[src/rtl/cpu_trace_pkg.sv]
// Shared definitions for the CPU trace emitter: FSM states, ASCII constants,
// record kind encoding and the hex-nibble-to-ASCII helper.
package cpu_trace_pkg;

  typedef enum logic [3:0] {
    ST_IDLE,
    ST_CARET,
    ST_TIME,
    ST_AT,
    ST_PC,
    ST_COLON,
    ST_SP1,
    ST_MARK,
    ST_OPER,
    ST_SP2,
    ST_LT,
    ST_EQ,
    ST_SP3,
    ST_DATA,
    ST_HASH
  } state_t;

  typedef enum logic {
    KIND_REG = 1'b0,
    KIND_MEM = 1'b1
  } kind_t;

  localparam logic [7:0] CH_CARET  = 8'h5e;  // '^'
  localparam logic [7:0] CH_AT     = 8'h40;  // '@'
  localparam logic [7:0] CH_COLON  = 8'h3a;  // ':'
  localparam logic [7:0] CH_DOLLAR = 8'h24;  // '$'
  localparam logic [7:0] CH_STAR   = 8'h2a;  // '*'
  localparam logic [7:0] CH_LT     = 8'h3c;  // '<'
  localparam logic [7:0] CH_EQ     = 8'h3d;  // '='
  localparam logic [7:0] CH_HASH   = 8'h23;  // '#'
  localparam logic [7:0] CH_SPACE  = 8'h20;  // ' '
  localparam logic [7:0] CH_ZERO   = 8'h30;  // '0'

  localparam logic [13:0] TIME_MAX = 14'd9999;

  function automatic logic [7:0] hex_char(input logic [3:0] nib);
    if (nib < 4'd10) return CH_ZERO + {4'h0, nib};
    else             return 8'h57 + {4'h0, nib};  // 'a' - 10
  endfunction

endpackage

[src/rtl/cpu_trace_bin2bcd.sv]
// Combinational double-dabble: 14-bit binary (0..9999) to four BCD digits.
module cpu_trace_bin2bcd (
  input  logic [13:0] bin,
  output logic [15:0] bcd
);

  logic [29:0] sr;

  always_comb begin
    // NOTE: every combinational output gets a value before any branch, so no latch is inferred.
    sr = {16'd0, bin};
    for (int i = 0; i < 14; i++) begin
      for (int d = 0; d < 4; d++) begin
        if (sr[14 + 4*d +: 4] >= 4'd5) sr[14 + 4*d +: 4] = sr[14 + 4*d +: 4] + 4'd3;
      end
      sr = sr << 1;
    end
    bcd = sr[29:14];
  end

endmodule

[src/rtl/cpu_trace_emitter.sv]
// Serialises one CPU trace record per line as ASCII, one character per cycle.
// Optional macro TRACE_SPACE_EN inserts spaces after ':' and around "<=".
module cpu_trace_emitter
  import cpu_trace_pkg::*;
(
  input  logic        clk,
  input  logic        reset,
  input  logic        in_valid,
  output logic        in_ready,
  input  logic        in_kind,
  input  logic [15:0] in_time,
  input  logic [31:0] in_pc,
  input  logic [4:0]  in_grf,
  input  logic [31:0] in_addr,
  input  logic [31:0] in_data,
  output logic [7:0]  char_out,
  output logic        char_valid,
  output logic        line_done
);

  state_t      state, state_nx;
  logic [2:0]  idx, idx_nx;

  kind_t       kind_r;
  logic [13:0] time_r;
  logic [31:0] pc_r, addr_r, data_r;
  logic [4:0]  grf_r;

  logic [15:0] bcd;
  logic [2:0]  time_msd;
  logic [1:0]  grf_tens;
  logic [4:0]  grf_ones;
  logic        accept;

  assign accept = in_valid && in_ready;

  cpu_trace_bin2bcd u_bin2bcd (
    .bin (time_r),
    .bcd (bcd)
  );

  always_comb begin
    if      (bcd[15:12] != 4'd0) time_msd = 3'd3;
    else if (bcd[11:8]  != 4'd0) time_msd = 3'd2;
    else if (bcd[7:4]   != 4'd0) time_msd = 3'd1;
    else                         time_msd = 3'd0;
  end

  always_comb begin
    if (grf_r >= 5'd30)      begin grf_tens = 2'd3; grf_ones = grf_r - 5'd30; end
    else if (grf_r >= 5'd20) begin grf_tens = 2'd2; grf_ones = grf_r - 5'd20; end
    else if (grf_r >= 5'd10) begin grf_tens = 2'd1; grf_ones = grf_r - 5'd10; end
    else                     begin grf_tens = 2'd0; grf_ones = grf_r;         end
  end

  // NOTE: record registers carry no reset; they are only read after a capture has loaded them.
  always_ff @(posedge clk) begin
    if (!reset && accept) begin
      kind_r <= kind_t'(in_kind);
      time_r <= (in_time > {2'b00, TIME_MAX}) ? TIME_MAX : in_time[13:0];
      pc_r   <= in_pc;
      grf_r  <= in_grf;
      addr_r <= in_addr;
      data_r <= in_data;
    end
  end

  always_ff @(posedge clk) begin
    // NOTE: sequential state uses non-blocking assignments so every flop samples pre-edge values.
    if (reset) begin
      state <= ST_IDLE;
      idx   <= 3'd0;
    end else begin
      state <= state_nx;
      idx   <= idx_nx;
    end
  end

  always_comb begin
    state_nx = state;
    idx_nx   = idx;
    case (state)
      ST_IDLE:  if (in_valid) state_nx = ST_CARET;
      ST_CARET: begin state_nx = ST_TIME; idx_nx = time_msd; end
      ST_TIME:  if (idx == 3'd0) state_nx = ST_AT; else idx_nx = idx - 3'd1;
      ST_AT:    begin state_nx = ST_PC; idx_nx = 3'd7; end
      ST_PC:    if (idx == 3'd0) state_nx = ST_COLON; else idx_nx = idx - 3'd1;
`ifdef TRACE_SPACE_EN
      ST_COLON: state_nx = ST_SP1;
`else
      ST_COLON: state_nx = ST_MARK;
`endif
      ST_SP1:   state_nx = ST_MARK;
      ST_MARK: begin
        state_nx = ST_OPER;
        idx_nx   = (kind_r == KIND_MEM) ? 3'd7 : ((grf_tens != 2'd0) ? 3'd1 : 3'd0);
      end
      ST_OPER: begin
        if (idx == 3'd0) begin
`ifdef TRACE_SPACE_EN
          state_nx = ST_SP2;
`else
          state_nx = ST_LT;
`endif
        end else begin
          idx_nx = idx - 3'd1;
        end
      end
      ST_SP2:   state_nx = ST_LT;
      ST_LT:    state_nx = ST_EQ;
`ifdef TRACE_SPACE_EN
      ST_EQ:    state_nx = ST_SP3;
`else
      ST_EQ:    begin state_nx = ST_DATA; idx_nx = 3'd7; end
`endif
      ST_SP3:   begin state_nx = ST_DATA; idx_nx = 3'd7; end
      ST_DATA:  if (idx == 3'd0) state_nx = ST_HASH; else idx_nx = idx - 3'd1;
      // A record offered while '#' is on the wire starts the next line without a gap.
      ST_HASH:  state_nx = in_valid ? ST_CARET : ST_IDLE;
      default:  state_nx = ST_IDLE;
    endcase
  end

  always_comb begin
    char_valid = 1'b1;
    char_out   = 8'h00;
    line_done  = 1'b0;
    in_ready   = 1'b0;
    case (state)
      ST_IDLE:  begin char_valid = 1'b0; in_ready = 1'b1; end
      ST_CARET: char_out = CH_CARET;
      ST_TIME:  char_out = CH_ZERO + {4'h0, bcd[{idx[1:0], 2'b00} +: 4]};
      ST_AT:    char_out = CH_AT;
      ST_PC:    char_out = hex_char(pc_r[{idx, 2'b00} +: 4]);
      ST_COLON: char_out = CH_COLON;
      ST_SP1, ST_SP2, ST_SP3: char_out = CH_SPACE;
      ST_MARK:  char_out = (kind_r == KIND_MEM) ? CH_STAR : CH_DOLLAR;
      ST_OPER: begin
        if (kind_r == KIND_MEM)  char_out = hex_char(addr_r[{idx, 2'b00} +: 4]);
        else if (idx == 3'd1)    char_out = CH_ZERO + {6'd0, grf_tens};
        else                     char_out = CH_ZERO + {3'd0, grf_ones};
      end
      ST_LT:    char_out = CH_LT;
      ST_EQ:    char_out = CH_EQ;
      ST_DATA:  char_out = hex_char(data_r[{idx, 2'b00} +: 4]);
      ST_HASH:  begin char_out = CH_HASH; line_done = 1'b1; in_ready = 1'b1; end
      default:  char_valid = 1'b0;
    endcase
  end

endmodule

[config.mk]
export PLATFORM = sky130hd
export DESIGN_NAME = cpu_trace_emitter
export DESIGN_NICKNAME = d
export VERILOG_FILES = /design/src/rtl/cpu_trace_pkg.sv /design/src/rtl/cpu_trace_bin2bcd.sv /design/src/rtl/cpu_trace_emitter.sv
export SDC_FILE = /design/constraint.sdc
export NUM_CORES = 1
export LEC_CHECK = 0
export CAP_MARGIN = 20
export CORE_MARGIN = 4
export CORE_UTILIZATION = 60
export DETAILED_ROUTE_END_ITERATION = 10
export GPL_ROUTABILITY_DRIVEN = 0
export PLACE_DENSITY = 0.86
export RECOVER_POWER = 100
export SYNTH_ARGS = -nofsm -noshare
export SYNTH_HDL_FRONTEND = slang
export SYNTH_HIERARCHICAL = 1
export SYNTH_SLANG_ARGS = --single-unit
[constraint.sdc]
create_clock -name clk -period 35.2 [get_ports clk]
set_input_delay 10.56 -clock clk [delete_from_list [all_inputs] [get_ports clk]]
set_output_delay 10.56 -clock clk [all_outputs]
set_load 0.01 [all_outputs]
## Yosys cells after proc, flatten, opt, wreduce, memory -nomap -nowiden

Cells that the tools add are included.

- Bits of input ports: 121
- Logic and storage cells: 240
- Register bits: 123
- Output and inout port bits: 11

- Equal/unequal tests: 21
- Reductions and logical operators: 19
- Order comparisons: 53
- Add/sub/neg operators: 59
- Multiplexer cells: 76
- Shift-type cells: 4

Operators with widths:

| cell | count |
|---|---|
| >= comparator 4 x 3 -> 1 bit, second input constant | 42 |
| 2-to-1 mux 4 bit | 41 |
| adder 4 x 2 -> 4 bit, second input constant | 33 |
| one-hot mux 8 bit (12 select lines) | 1 |
| variable part select 32 x 6 -> 4 bit | 3 |
| one-hot mux 4 bit (13 select lines) | 1 |
| 2-to-1 mux 3 bit | 15 |
| 2-to-1 mux 8 bit | 4 |
| adder 6 x 4 -> 7 bit, first input constant | 4 |
| equality test 4 bit, second input constant | 7 |
| adder 3 x 2 -> 3 bit, second input constant | 9 |
| adder 7 x 4 -> 8 bit, first input constant | 3 |
| equality test 4 x 3 -> 1 bit, second input constant | 4 |
| > comparator 16 x 14 -> 1 bit, second input constant | 1 |
| nonzero test 4 bit | 4 |
| variable part select 16 x 5 -> 4 bit | 1 |
| 2-to-1 mux 5 bit | 3 |
| OR reduction 14 bit | 1 |
| < comparator 4 bit, second input constant | 3 |
| inequality test 2 bit, second input constant | 6 |
| one-hot mux 3 bit (4 select lines) | 1 |
| >= comparator 5 bit, second input constant | 2 |
| subtractor 5 bit, second input constant | 2 |
| adder 1 x 2 -> 3 bit, second input constant | 3 |
| other kinds (24) | 38 |

## Logic depth before layout (Yosys ltp)

- Word-level depth: 31
- Depth in mapped cells: 58
- Mapped depth without buffers: 54

## Modules after synthesis

Netlist, hierarchy kept.

Modules (own cells, without submodules):

| module | area an instance (µm²) | instances | seq. area each (µm²) | cells each |
|---|---|---|---|---|
| cpu_trace_emitter | 6,069.6 | 1 | 3,623.5 | 437 |
| cpu_trace_bin2bcd | 3,976.3 | 1 | 0.0 | 567 |

## Worst setup path before layout

Ideal clock, no wire load.

- Path type: register to output
- Start point: register time_r[11]
- End point: output char_out[1]
- Buffers on the path: 3
- Slack: 14.630 ns
- Arrival time: 10.010 ns
- Cell stages (with the launch flop): 55
- Data required time: 24.640 ns
- Cells stage by stage: edfxtp_1 -> ha_1 -> o21ai_2 -> xnor2_2 -> inv_2 -> ha_1 -> nand2b_1 -> a32oi_2 -> buf_6 -> xnor2_2 -> ha_1 -> clkbuf_1 -> nand2b_1 -> a41oi_1 -> nand2_1 -> ha_1 -> a31oi_1 -> a31oi_1 -> (+19 left out) -> buf_6 -> inv_1 -> ha_1 -> a211oi_1 -> o211ai_1 -> mux2i_1 -> ha_1 -> and4b_1 -> a211oi_1 -> a211o_2 -> nor2_1 -> mux2_2 -> mux4_2 -> and3_1 -> a21oi_1 -> nor2_1 -> a311oi_1 -> nand4_1

- Longest elaborated chain between the ends: 25
- Elaborated cells between the ends (all ways): 117
- Classes of those cells: add/sub (39); order compare (38); shift (1); mux (39)

Ends and longest elaborated chain:

| what | line | source |
|---|---|---|
| from (decl) | cpu_trace_emitter.sv:25 | `logic [13:0] time_r;` |
| from (signal assigned) | cpu_trace_emitter.sv:60 | `time_r <= (in_time > {2'b00, TIME_MAX}) ? TIME_MAX : in_time[13:0];` |
| adder 4 x 2 -> 4 bit / >= comparator 4 x 3 -> 1 bit (equally long branches) | cpu_trace_bin2bcd.sv:14 | `if (sr[14 + 4*d +: 4] >= 4'd5) sr[14 + 4*d +: 4] = sr[14 + 4*d +: 4] + 4'd3;` |
| 2-to-1 mux 4 bit (*) | cpu_trace_bin2bcd.sv:14 |  |
| adder 4 x 2 -> 4 bit / >= comparator 4 x 3 -> 1 bit (equally long branches) | cpu_trace_bin2bcd.sv:14 |  |
| 2-to-1 mux 4 bit | cpu_trace_bin2bcd.sv:14 |  |
| adder 4 x 2 -> 4 bit / >= comparator 4 x 3 -> 1 bit (equally long branches) | cpu_trace_bin2bcd.sv:14 |  |
| 2-to-1 mux 4 bit | cpu_trace_bin2bcd.sv:14 |  |
| >= comparator 4 x 3 -> 1 bit / adder 4 x 2 -> 4 bit (equally long branches) | cpu_trace_bin2bcd.sv:14 |  |
| 2-to-1 mux 4 bit | cpu_trace_bin2bcd.sv:14 |  |
| (+10 left out) | n/a |  |
| adder 4 x 2 -> 4 bit / >= comparator 4 x 3 -> 1 bit (equally long branches) | cpu_trace_bin2bcd.sv:14 |  |
| 2-to-1 mux 4 bit | cpu_trace_bin2bcd.sv:14 |  |
| adder 4 x 2 -> 4 bit / >= comparator 4 x 3 -> 1 bit (equally long branches) | cpu_trace_bin2bcd.sv:14 |  |
| 2-to-1 mux 4 bit (*) | cpu_trace_bin2bcd.sv:14 |  |
| named net bcd[9] | cpu_trace_emitter.sv:29 | `logic [15:0] bcd;` |
| variable part select 16 x 5 -> 4 bit (*) | cpu_trace_emitter.sv:132 | `ST_TIME: char_out = CH_ZERO + {4'h0, bcd[{idx[1:0], 2'b00} +: 4]};` |
| adder 6 x 4 -> 7 bit (*) | cpu_trace_emitter.sv:132 |  |
| one-hot mux 8 bit (12 select lines) (*) | cpu_trace_emitter.sv:129 | `case (state)` |
| to (decl) | cpu_trace_emitter.sv:16 | `output logic [7:0] char_out,` |

The timed path passes the listed nets; every way through them passes the cells marked *.

## Worst setup path after layout

- Start point: register time_r[12]
- End point: output char_out[1]

- Longest elaborated chain between the ends: 27
- Elaborated cells between the ends (all ways): 129
- Classes of those cells: add/sub (43); order compare (42); shift (1); mux (43)

Ends and longest elaborated chain:

| what | line |
|---|---|
| adder 4 x 2 -> 4 bit / >= comparator 4 x 3 -> 1 bit (equally long branches) | cpu_trace_bin2bcd.sv:14 |
| 2-to-1 mux 4 bit (*) | cpu_trace_bin2bcd.sv:14 |
| adder 4 x 2 -> 4 bit / >= comparator 4 x 3 -> 1 bit (equally long branches) | cpu_trace_bin2bcd.sv:14 |
| 2-to-1 mux 4 bit | cpu_trace_bin2bcd.sv:14 |
| adder 4 x 2 -> 4 bit / >= comparator 4 x 3 -> 1 bit (equally long branches) | cpu_trace_bin2bcd.sv:14 |
| 2-to-1 mux 4 bit | cpu_trace_bin2bcd.sv:14 |
| >= comparator 4 x 3 -> 1 bit / adder 4 x 2 -> 4 bit (equally long branches) | cpu_trace_bin2bcd.sv:14 |
| 2-to-1 mux 4 bit | cpu_trace_bin2bcd.sv:14 |
| (+12 left out) | n/a |
| adder 4 x 2 -> 4 bit / >= comparator 4 x 3 -> 1 bit (equally long branches) | cpu_trace_bin2bcd.sv:14 |
| 2-to-1 mux 4 bit | cpu_trace_bin2bcd.sv:14 |
| adder 4 x 2 -> 4 bit / >= comparator 4 x 3 -> 1 bit (equally long branches) | cpu_trace_bin2bcd.sv:14 |
| 2-to-1 mux 4 bit (*) | cpu_trace_bin2bcd.sv:14 |
| named net bcd[9] | cpu_trace_emitter.sv:29 |
| variable part select 16 x 5 -> 4 bit (*) | cpu_trace_emitter.sv:132 |
| adder 6 x 4 -> 7 bit (*) | cpu_trace_emitter.sv:132 |
| one-hot mux 8 bit (12 select lines) (*) | cpu_trace_emitter.sv:129 |

Marked as above.

==> impl_table.tex <==
\begin{tabular}{lr}
\hline
Metric & Value \\
\hline
\multicolumn{2}{l}{\textbf{Floorplanning}} \\
\quad Number of placed I/O pins & 132 \\
\quad Horizontal die dimension & 137.4 microns \\
\quad Initial core utilization & between 60 and 70\% \\
\quad Total die area & around 19000 sq um \\
\quad Standard-cell row count & 47 \\
\quad Die Y-Extent & between 100 and 150 microns \\
\quad Core region area & 16470 sq um \\
\multicolumn{2}{l}{\textbf{Worst setup path}} \\
\quad Source of the critical timing path & time\_r[12] \\
\quad Maximum fanout along the worst path & 12 \\
\quad Crit end category & primary output \\
\quad Critical path type & reg -> out \\
\quad Crit path launch type & flip-flop \\
\quad CP max stage cell & sky130\_fd\_sc\_hd\_\_a32oi\_1 \\
\quad Start of the worst register-to-register path & time\_r[12] \\
\quad Cell repeated most along the worst path & sky130\_fd\_sc\_hd\_\_ha\_1 \\
\quad Biggest cell delay along the critical path & 0.85 ns \\
\quad Required time worst endpoint & 24.64 ns \\
\quad Data arrival time at the worst-slack endpoint & about 13 ns \\
\multicolumn{2}{l}{\textbf{Global routing}} \\
\quad Global-route wire length before repair & $\sim$44000 microns \\
\quad Number of global-route vias before repair & roughly 8600 \\
\quad Overall fraction of global-route tracks in use & around 30\% \\
\quad Largest net degree at the start of global routing & 66 \\
\quad Antenna violations before repair & 8 \\
\quad Remaining Overflow, GRT & 0 \\
\multicolumn{2}{l}{\textbf{Detailed routing}} \\
\quad Met2 wire length & between 10000 and 15000 microns \\
\quad Starting DRC count in detailed routing & between 1000 and 1500 \\
\quad Via density & between 6 and 7 \\
\quad Wire length on met1 & approximately 11000 microns \\
\quad Detailed Routing Iterations Pass 1 & 6 \\
\quad Antenna-violating nets left & 0 \\
\quad DRC & 0 \\
\quad Detailed Route WL & between 20000 and 30000 microns \\
\quad Routed length per placed instance & around 22 microns \\
\quad Met3 wirelength from detailed routing & 2555 microns \\
\quad Top metal layer carrying routed signals & met4 \\
\quad Total number of vias & slightly above 9000 \\
\multicolumn{2}{l}{\textbf{Timing}} \\
\quad Unrepaired setup endpoints after global routing & false \\
\quad Total Negative Setup Slacks & 0 ns \\
\quad Highest clock rate & 42.05 MHz \\
\quad Final hold violations & 0 \\
\quad Layout Skew & $\sim$0.011 ns \\
\quad Actual slew at the worst max-slew pin & between 3 and 4 ns \\
\quad Max-slew violation count & around 170 \\
\quad Fin crit share & 67.56\% \\
\quad Period minus WS final & 23.78 ns \\
\quad Setup Viol. Count Final & 0 \\
\quad Slew margin rel. & -135.7\% \\
\multicolumn{2}{l}{\textbf{Clock tree}} \\
\quad Number of CTS-inserted buffers & 17 \\
\quad Number of clock sinks seen by CTS & around 120 \\
\quad CTS clk-pin slew, worst paths & $\sim$0.07 ns \\
\quad Root cell of the clock tree & sky130\_fd\_sc\_hd\_\_clkbuf\_16 \\
\quad Hold-fix buffers at CTS & 0 \\
\quad Number of levels in the clock H-tree & 4 \\
\quad Post-CTS setup-driven buffer insertion count & 0 \\
\quad TritonCTS clock tree & yes \\
\quad Maximum clock path buffer count & 2 \\
\quad Latest clock arrival within the worst-skew pair & between 0.4 and 0.5 ns \\
\quad Post\_cts resized & 0 \\
\multicolumn{2}{l}{\textbf{Run}} \\
\quad Number of maximum-capacitance violations & 4 \\
\multicolumn{2}{l}{\textbf{Cells and area}} \\
\quad Net count, final & roughly 1300 \\
\quad Multi-input gate area & 5939 sq um \\
\quad Final cell count without fillers & approximately 1300 \\
\quad Area occupied by registers & roughly 3600 sq um \\
\quad Final Cell Area & 11950 sq um \\
\quad Share of post-route cells with drive strength above 1 & 11.53\% \\
\quad Filler instances & between 1000 and 1500 \\
\quad Layout area overhead & 18.99\% \\
\quad Post-route core utilization & 72.60\% \\
\multicolumn{2}{l}{\textbf{Synth}} \\
\quad Most used DFF post-synth & sky130\_fd\_sc\_hd\_\_edfxtp\_1 \\
\quad EDFF count, synth & around 120 \\
\quad Synth unique cells & around 120 \\
\quad Syn Area/Cell & about 10 sq um \\
\quad Post-synthesis async set-or-reset flop share & 0\% \\
\quad Count of synthesis-stage warnings from yosys & 6 \\
\quad Portion of the post-synthesis area used by sequential elements & approximately 36\% \\
\quad Post-Syn Nets & about 1200 \\
\quad Seq cells post-synth & 123 \\
\quad Summed instance area of the synthesized netlist & 10050 sq um \\
\quad Synthesized instance count & 1004 \\
\multicolumn{2}{l}{\textbf{Placed design}} \\
\quad Post-Place Cells & roughly 1300 \\
\quad DPL Wire Length & approximately 18000 microns \\
\quad Instance area at placement & roughly 11000 sq um \\
\quad IO Port Bufs & 130 \\
\multicolumn{2}{l}{\textbf{Run status}} \\
\quad Run status & complete, but fails checks \\
\quad Violated checks & capacitance limit, slew limit \\
\multicolumn{2}{l}{\textbf{Hold path}} \\
\quad Hold\_sp & state[2] \\
\quad Path type of the worst min-delay path & reg -> reg \\
\hline
\end{tabular}
[metrics by stage]
stage               hold slack, ns  setup WS [ns]
floorplan                   0.6693          14.63
global placement            0.8127          13.29
detailed placement          0.8169          12.86
CTS                         0.8245          12.35
global route                0.9123          10.24
finish                      0.8601          11.42
[registers in the layout, indices dropped and copies added, names as in the netlist]
name    flops
addr_r     32
data_r     32
grf_r       5
idx         3
kind_r      1
pc_r       32
state       4
time_r     14
[cell usage after synthesis (all sizes together) (7+ instances only)]
cell type / number / area, sq um
a211oi: 20 / 172.7
a21o: 11 / 82.58
a21oi: 61 / 331.6
a22oi: 7 / 57.55
a31oi: 16 / 112.6
and2: 17 / 108.9
and3: 9 / 56.30
buf: 24 / 176.4
clkbuf: 27 / 101.4
dfxtp: 7 / 140.1
edfxtp: 116 / 3483
ha: 35 / 437.9
inv: 46 / 177.7
mux2: 14 / 172.7
mux2i: 37 / 394.1
mux4: 27 / 615.6
nand2: 63 / 236.5
nand2b: 24 / 150.1
nand3: 25 / 130.1
nor2: 89 / 341.6
nor2b: 17 / 106.4
nor3: 31 / 160.1
nor4: 9 / 56.30
o211a: 7 / 70.07
o211ai: 22 / 188.9
o21ai: 53 / 280.3
o221ai: 9 / 85.08
o22ai: 15 / 93.84
o31ai: 10 / 85.08
or2: 7 / 43.79
or3: 8 / 55.05
xnor2: 20 / 216.5
[path summary, 6_finish.rpt]
path | end | slack, ns | cells after the start
min | state[2] | 0.86 | 2
max reg2reg | idx[1] | 23.26 | 48
max | char_out[1] | 11.42 | 50
min reg2reg | state[2] | 0.86 | 2
[critical path: cells and delay by family (launching register included)]
kind | cells | cell delay, ns
AOI/OAI and AO/OA | 18 | 5.40
xor gates and xnor gates | 2 | 0.51
adders and majority gates | 8 | 2.23
buffers and inverters | 7 | 1.32
DFF | 1 | 0.52
muxes | 3 | 1.03
and+or+nand+nor | 12 | 1.78
[cells in the final DEF, fill, tap and decap left out, types with 7 or more instances in the layout]
cell type | netlist | layout
sky130_fd_sc_hd__clkbuf_16 | 0 | 17
sky130_fd_sc_hd__and2_1 | 16 | 10
sky130_fd_sc_hd__and3_1 | 9 | 9
sky130_fd_sc_hd__mux4_2 | 25 | 25
sky130_fd_sc_hd__diode_2 | 0 | 10
sky130_fd_sc_hd__mux2_2 | 10 | 10
sky130_fd_sc_hd__edfxtp_1 | 116 | 116
sky130_fd_sc_hd__mux2i_1 | 33 | 33
sky130_fd_sc_hd__o21ai_0 | 38 | 39
sky130_fd_sc_hd__nand3_1 | 24 | 25
sky130_fd_sc_hd__a21o_1 | 11 | 11
sky130_fd_sc_hd__nor4_1 | 9 | 9
sky130_fd_sc_hd__o211ai_1 | 19 | 19
sky130_fd_sc_hd__a211oi_1 | 17 | 17
sky130_fd_sc_hd__o22ai_1 | 15 | 15
sky130_fd_sc_hd__or3_1 | 7 | 7
sky130_fd_sc_hd__o221ai_1 | 8 | 8
sky130_fd_sc_hd__inv_1 | 43 | 43
sky130_fd_sc_hd__nor3_1 | 30 | 30
sky130_fd_sc_hd__o21ai_1 | 11 | 10
sky130_fd_sc_hd__xnor2_1 | 16 | 17
sky130_fd_sc_hd__o211a_1 | 7 | 7
sky130_fd_sc_hd__dlygate4sd3_1 | 0 | 112
sky130_fd_sc_hd__o31ai_1 | 8 | 8
sky130_fd_sc_hd__nand2_1 | 63 | 63
sky130_fd_sc_hd__nor2b_1 | 17 | 17
sky130_fd_sc_hd__ha_1 | 35 | 35
sky130_fd_sc_hd__a31oi_1 | 14 | 14
sky130_fd_sc_hd__a21oi_1 | 56 | 56
sky130_fd_sc_hd__clkdlybuf4s50_1 | 0 | 18
sky130_fd_sc_hd__nor2_1 | 86 | 86
sky130_fd_sc_hd__inv_6 | 1 | 8
sky130_fd_sc_hd__nand2b_1 | 24 | 24
[area by class of cell]
| type | count | area share [%] |
|---|---|---|
| Tap cell | 220 | 2.303 |
| Clock inverter | 14 | 1.256 |
| Clock buffer | 18 | 3.590 |
| Multi-Input combinational cell | 782 | 49.69 |
| Sequential cell | 123 | 30.33 |
| Antenna cell | 10 | 0.2093 |
| Inverter | 48 | 1.549 |
| Timing Repair Buffer | 134 | 11.07 |
[cells by family (layout without fill, tap and decap cells)]
group | count (synthesis) | after routing | synth area share, %
xor gates and xnor gates | 26 | 26 | 2.890
adders and majority gates | 39 | 39 | 4.770
buffers and inverters | 99 | 214 | 4.608
DFF | 123 | 123 | 36.07
muxes | 78 | 78 | 11.77
AOI/OAI and AO/OA | 318 | 318 | 23.69
and+or+nand+nor | 320 | 320 | 16.17
other | 1 | 11 | 0.03733
[metal layers]
metal / global-route usage (%) / up-vias
met5: 0 / -
met4: 13.97 / 0
met3: 8.218 / 133
met1: 36.96 / 4274
li1: - / 4150
met2: 47.94 / 588
Power is left out: the tool's default activity adds up to more than one toggle a clock period on the data nets, which glitch-free logic cannot reach.
